<file path="src/rtl/lzd_pkg.sv">
// Shared constants and helpers for the pipelined leading-zero/one counter.
// Derived tree geometry is computed here so the top level and users agree on latency.
package lzd_pkg;

  localparam logic LZD_MODE_CLZ = 1'b0;
  localparam logic LZD_MODE_CLO = 1'b1;

  function automatic int lzd_clog2(input int n);
    int r;
    r = 0;
    for (int i = 0; i < 31; i++) begin
      if ((1 << i) < n) r = i + 1;
    end
    return r;
  endfunction

  // Operand width rounded up to a power of two so the merge tree is balanced.
  function automatic int lzd_pw(input int width);
    return 1 << lzd_clog2(width);
  endfunction

  function automatic int lzd_levels(input int width);
    return lzd_clog2(lzd_pw(width));
  endfunction

  function automatic int lzd_nstg(input int width, input int lvl_per_stage);
    return (lzd_levels(width) + lvl_per_stage - 1) / lvl_per_stage;
  endfunction

  function automatic int lzd_lat(input int width, input int lvl_per_stage);
    return 1 + lzd_nstg(width, lvl_per_stage);
  endfunction

  function automatic int lzd_cw(input int width);
    return lzd_clog2(width + 1);
  endfunction

endpackage

</file>
<file path="src/rtl/lzd_pipe_merge.sv">
// Combinational LZD merge node: joins two K-bit half results into one K+1-bit result.
// Zero latency; no flow control of its own.
module lzd_merge #(
  parameter int K = 1
) (
  input  logic         vl,
  input  logic [K-1:0] pl,
  input  logic         vr,
  input  logic [K-1:0] pr,
  output logic         v,
  output logic [K:0]   p
);

  // A hit in the upper half wins; otherwise the count skips the whole upper half.
  assign v = vl | vr;
  assign p = vl ? {1'b0, pl} : {1'b1, pr};

endmodule

</file>
<file path="src/rtl/lzd_pipe.sv">
// Pipelined leading-zero/one counter with sideband tag, latency 1 + ceil(levels/LVL_PER_STAGE).
// Whole pipe advances only when the output slot is empty or drained; in_ready = that advance.
module lzd_pipe
  import lzd_pkg::*;
#(
  parameter  int WIDTH         = 48,
  parameter  int LVL_PER_STAGE = 2,
  parameter  int TAG_W         = 8,
  localparam int CW            = lzd_cw(WIDTH)
) (
  input  logic             clk,
  input  logic             rst_n,
  input  logic             in_valid,
  output logic             in_ready,
  input  logic [WIDTH-1:0] in_data,
  input  logic             in_mode,
  input  logic [TAG_W-1:0] in_tag,
  output logic             out_valid,
  input  logic             out_ready,
  output logic [CW-1:0]    out_count,
  output logic             out_zero,
  output logic [TAG_W-1:0] out_tag
);

  localparam int PW     = lzd_pw(WIDTH);
  localparam int LEVELS = lzd_levels(WIDTH);
  localparam int NSTG   = lzd_nstg(WIDTH, LVL_PER_STAGE);

  logic             adv;
  logic [NSTG:0]    vld_q, vld_d;
  logic [TAG_W-1:0] tag_q [NSTG+1];
  logic [TAG_W-1:0] tag_d [NSTG+1];
  logic [WIDTH-1:0] data_q, data_d;
  logic             mode_q, mode_d;
  logic [CW-1:0]    count_q, count_d;
  logic             zero_q, zero_d;
  logic [WIDTH-1:0] op;
  logic [PW-1:0]    op_al;

  assign adv      = ~vld_q[NSTG] | out_ready;
  assign in_ready = adv;

  always_comb begin
    vld_d  = vld_q;
    data_d = data_q;
    mode_d = mode_q;
    tag_d  = tag_q;
    if (adv) begin
      vld_d    = {vld_q[NSTG-1:0], in_valid};
      data_d   = in_data;
      mode_d   = in_mode;
      tag_d[0] = in_tag;
      for (int s = 1; s <= NSTG; s++) tag_d[s] = tag_q[s-1];
    end
  end

  // Invert before padding so the zero-filled LSBs can never register as a hit.
  assign op    = (mode_q == LZD_MODE_CLO) ? ~data_q : data_q;
  assign op_al = PW'(op) << (PW - WIDTH);

  for (genvar l = 1; l <= LEVELS; l++) begin : gen_lvl
    localparam int N = PW >> l;
    logic [N-1:0]   v_c, v_f;
    logic [N*l-1:0] p_c, p_f;

    if (l == 1) begin : g_leaf
      for (genvar i = 0; i < N; i++) begin : g_node
        assign v_c[i] = op_al[2*i+1] | op_al[2*i];
        assign p_c[i] = ~op_al[2*i+1] & op_al[2*i];
      end
    end else begin : g_merge
      for (genvar i = 0; i < N; i++) begin : g_node
        lzd_merge #(.K(l-1)) u_merge (
          .vl (gen_lvl[l-1].v_f[2*i+1]),
          .pl (gen_lvl[l-1].p_f[(2*i+1)*(l-1) +: (l-1)]),
          .vr (gen_lvl[l-1].v_f[2*i]),
          .pr (gen_lvl[l-1].p_f[(2*i)*(l-1) +: (l-1)]),
          .v  (v_c[i]),
          .p  (p_c[i*l +: l])
        );
      end
    end

    // The root is registered separately as count/zero so reset values are all-zero.
    if ((l % LVL_PER_STAGE == 0) && (l != LEVELS)) begin : g_reg
      logic [N-1:0]   v_q, v_d;
      logic [N*l-1:0] p_q, p_d;

      always_comb begin
        v_d = v_q;
        p_d = p_q;
        if (adv) begin
          v_d = v_c;
          p_d = p_c;
        end
      end

      always_ff @(posedge clk or negedge rst_n) begin
        if (!rst_n) begin
          v_q <= '0;
          p_q <= '0;
        end else begin
          v_q <= v_d;
          p_q <= p_d;
        end
      end

      assign v_f = v_q;
      assign p_f = p_q;
    end else begin : g_wire
      assign v_f = v_c;
      assign p_f = p_c;
    end
  end

  always_comb begin
    count_d = count_q;
    zero_d  = zero_q;
    if (adv) begin
      zero_d  = ~gen_lvl[LEVELS].v_f[0];
      count_d = gen_lvl[LEVELS].v_f[0] ? CW'(gen_lvl[LEVELS].p_f) : CW'(WIDTH);
    end
  end

  always_ff @(posedge clk or negedge rst_n) begin
    if (!rst_n) begin
      vld_q   <= '0;
      data_q  <= '0;
      mode_q  <= 1'b0;
      count_q <= '0;
      zero_q  <= 1'b0;
      for (int s = 0; s <= NSTG; s++) tag_q[s] <= '0;
    end else begin
      vld_q   <= vld_d;
      data_q  <= data_d;
      mode_q  <= mode_d;
      count_q <= count_d;
      zero_q  <= zero_d;
      for (int s = 0; s <= NSTG; s++) tag_q[s] <= tag_d[s];
    end
  end

  assign out_valid = vld_q[NSTG];
  assign out_count = count_q;
  assign out_zero  = zero_q;
  assign out_tag   = tag_q[NSTG];

endmodule
</file>
<file path="config.mk">
export PLATFORM = sky130hd
export DESIGN_NAME = lzd_pipe
export DESIGN_NICKNAME = d
export VERILOG_FILES = /design/src/rtl/lzd_pkg.sv /design/src/rtl/lzd_pipe_merge.sv /design/src/rtl/lzd_pipe.sv
export SDC_FILE = /design/constraint.sdc
export NUM_CORES = 1
export LEC_CHECK = 0
export CORE_MARGIN = 2
export CORE_UTILIZATION = 41
export CTS_BUF_LIST = sky130_fd_sc_hd__clkbuf_16
export CTS_CLUSTER_SIZE = 20
export DETAILED_ROUTE_END_ITERATION = 12
export GPL_ROUTABILITY_DRIVEN = 0
export PLACE_DENSITY = 0.58
export SYNTH_ARGS = -nofsm -noshare
export SYNTH_HDL_FRONTEND = slang
export SYNTH_SLANG_ARGS = --single-unit
</file>
<file path="constraint.sdc">
create_clock -name clk -period 1.6 [get_ports clk]
set_input_delay 0.32 -clock clk [delete_from_list [all_inputs] [get_ports clk]]
set_output_delay 0.32 -clock clk [all_outputs]
set_load 0.05 [all_outputs]
</file>
==> impl_metrics.ini <==
[critical_path]
crit_start = vld_q[3]
crit_type = register to primary output
critical_path.endpoint_type = primary output
cp_slowest_cell = dfrtp_2
cp_num_buf_inv = 2
crit_path_cell_trace = nor2b_4 > inv_6 > buf_8
cp-start-kind = register
reg2reg_from = mode_q
reg2reg_slack_ns = 0.07
arrival_ns = 1.23
required_ns = 1.28
cp_max_fo = 8
max_stage_delay_ns = 0.40
cpLargestDelayFamily = flip-flops

[logic_synthesis]
synthTopCellsByCount = nand2_1 (300), dfrtp_1 (143), nor2_1 (47)
syn_inst = 741
synth_most_common_cell = nand2_1
yosysSeqAreaShare_pct = 55.4
yosysTopAreaCell = dfrtp_1
ys.warnings.count = 0
avgSynthCellArea_um2 = 8.71
synth_ff_type = dfrtp_1
ys_ff_latch = 143
syn_nets = 802
synth_area_leaders = dfrtp_1 (55%), nand2_1 (17%), a31oi_1 (2.8%)
ys_types = 31
synth.top_cell.area_share_pct = 55.4
synth_edf_count = 0
async_flop_share_pct = 100
netlist_area_mm2 = 0.00646

[floorplanning]
die_h_um = 129
fp.dieW_um = 129
die-area_mm2 = 0.0168
num_rows = 45
core_area_mm2 = 0.0153
io_pins = 78
start_util_pct = 42.2

[global_routing]
grt_overflow = 0
track_usage_pct = 17.5
grt_max_degree = 44
antenna_found_initial = 0
grt_pass1_vias = 4888
grt_pass1_wl_um = 23300

[layout]
syn_to_final_growth_pct = 29.5
utilization_pct = 54.6
fin_cells = 1042
diodes = 0
drive_gt1_share_pct = 10.7
fin_nets = 879
fillers = 1394

[sta]
hold_violations = 0
clock.fmax_mhz = 647
slew_headroom_pct = 71.6
drv_slew = 0
fin_tns_setup_ns = 0
worst_slew_pin_slew_ns = 0.415
period_share_pct = 96.6
finalSetupViolations = 0
min_period_ns = 1.55
hold_slack_ns = 0.405
fin_ws_ns = 0.0542
rsz0062_at_grt = yes
finalClockSkew_ns = 0.00507

[route]
drc = 0
detail-route-antenna-nets = 0
routedWlPerCell_um = 13.2
vias_per_cell = 4.94
via_count = 5148
drt_first_pass_iters = 4
wirelength_um = 13700
drtIter0Drc = 244

[placement]
hpwl_um = 9170
dp_slack_ns = -0.127
placed_cells = 1006
io_buffers = 77

[clock_network]
cts_buffer_depth = 2
cts_root_buf = clkbuf_16
cts_inserted_buffers = 17
clkTransAtPathRegs_ns = 0.06
cts_sinks = 143
cts_max_level = 4
insertion_delay_ns = 0.42
cts_tree = done

[hold_path]
min-delay-path-class = input pin to async pin

[power_and_ir_drop]
p_leak_nw = 3.90
peakVddDrop_uv = 914
powerDensity_mw_per_mm2 = 1800

[status]
status = complete, no violations

[flow_run]
maxCapViolations = 0
worst register-to-register path, cell delays in order, from the launching register on:
cell     delay [ns]
dfrtp_2        0.45
buf_12         0.17
or4_1          0.51
mux2i_1        0.20
o21ai_1        0.09
state kept, by name, indices dropped and copies added (netlist names):
name / flops
out_zero: 1
gen_lvl.g_reg.p_q: 36
data_q: 48
tag_q: 24
out_count: 6
vld_q: 4
gen_lvl.g_reg.v_q: 15
mode_q: 1
out_tag: 8
cell families (layout without fill, tap and decap cells):
logic type / count (synthesis) / after routing / synth area share [%]
AND/OR/NAND/NOR: 436 / 436 / 28.8
AO/OA/AOI/OAI: 92 / 92 / 8.74
multiplexers: 18 / 18 / 2.89
buffers and inverters: 52 / 142 / 4.13
flip-flops: 143 / 143 / 55.4
power breakdown:
part / leakage [nW] / internal [mW] / switching (mW)
clock: 0.327 / 2.92 / 1.53
sequential: 1.71 / 4.95 / 1.16
combinational: 1.86 / 2.05 / 2.45
cell type report:
cell class	instances	area, um2	area share (%)
flip-flops and latches	143	3580	42.8
multi-input cells	546	2620	31.3
repair buffers	108	1210	14.5
clock buffers	17	425	5.09
well taps	211	264	3.16
clock inverters	15	243	2.90
inverters	2	12.5	0.150
cells in the final DEF (no fill, tap or decap), types with 6 or more instances in the layout:
master,n
nand2_1,300
dfrtp_1,141
clkdlybuf4s50_1,59
nor2_1,47
a31oi_1,29
buf_4,27
o21ai_0,25
clkbuf_16,18
buf_12,18
nor2b_1,17
mux2i_1,13
nand2b_1,13
nand3_1,12
or3_1,12
or4_1,12
nand4_1,12
a21o_1,12
a21oi_1,7
o21ai_1,7
bufinv_16,6
repair_timing:
| action | CTS | global route |
|---|---|---|
| buffers inserted | 1 | 1 |
| gates cloned | 0 | 1 |
| endpoints found under the hold margin | 38 | 0 |
| pin swaps | 0 | 0 |
| endpoints found under the setup margin | 1 | 6 |
| hold buffers | 1 | 0 |
| gates resized for setup | 2 | 5 |
layer usage:
| layer | vias to the layer above | part of all wire, % | routed length, um | global-route usage (%) |
|---|---|---|---|---|
| met1 | 2447 | 49 | 6680 | 24.1 |
| met3 | 13 | 3.1 | 424 | 3.96 |
| li1 | 2611 | - | - | - |
| met4 | 0 | 1.5 | 204 | 6.83 |
| met5 | - | 0 | 0 | 0 |
| met2 | 77 | 47 | 6410 | 27.2 |
final timing paths:
check / end / cells past startpoint
worst max-delay path: in_ready / 3
worst min-delay path: data_q[41] / 2
worst max register to register: gen_lvl[2].g_reg.v_q[12] / 4
worst min register to register: vld_q[2] / 2
max in group asynchronous: mode_q / 3
min in group clk: data_q[21] / 3
metrics by stage:
step                      total power [mW]  area, um2
after CTS                             15.2       8320
after global placement                10.4       7630
after floorplan                       9.03       6460
after global routing                  16.1       8360
final                                 15.1       8360
after detailed placement              10.6       7630
No activity file was read; power rests on OpenSTA's default activity.
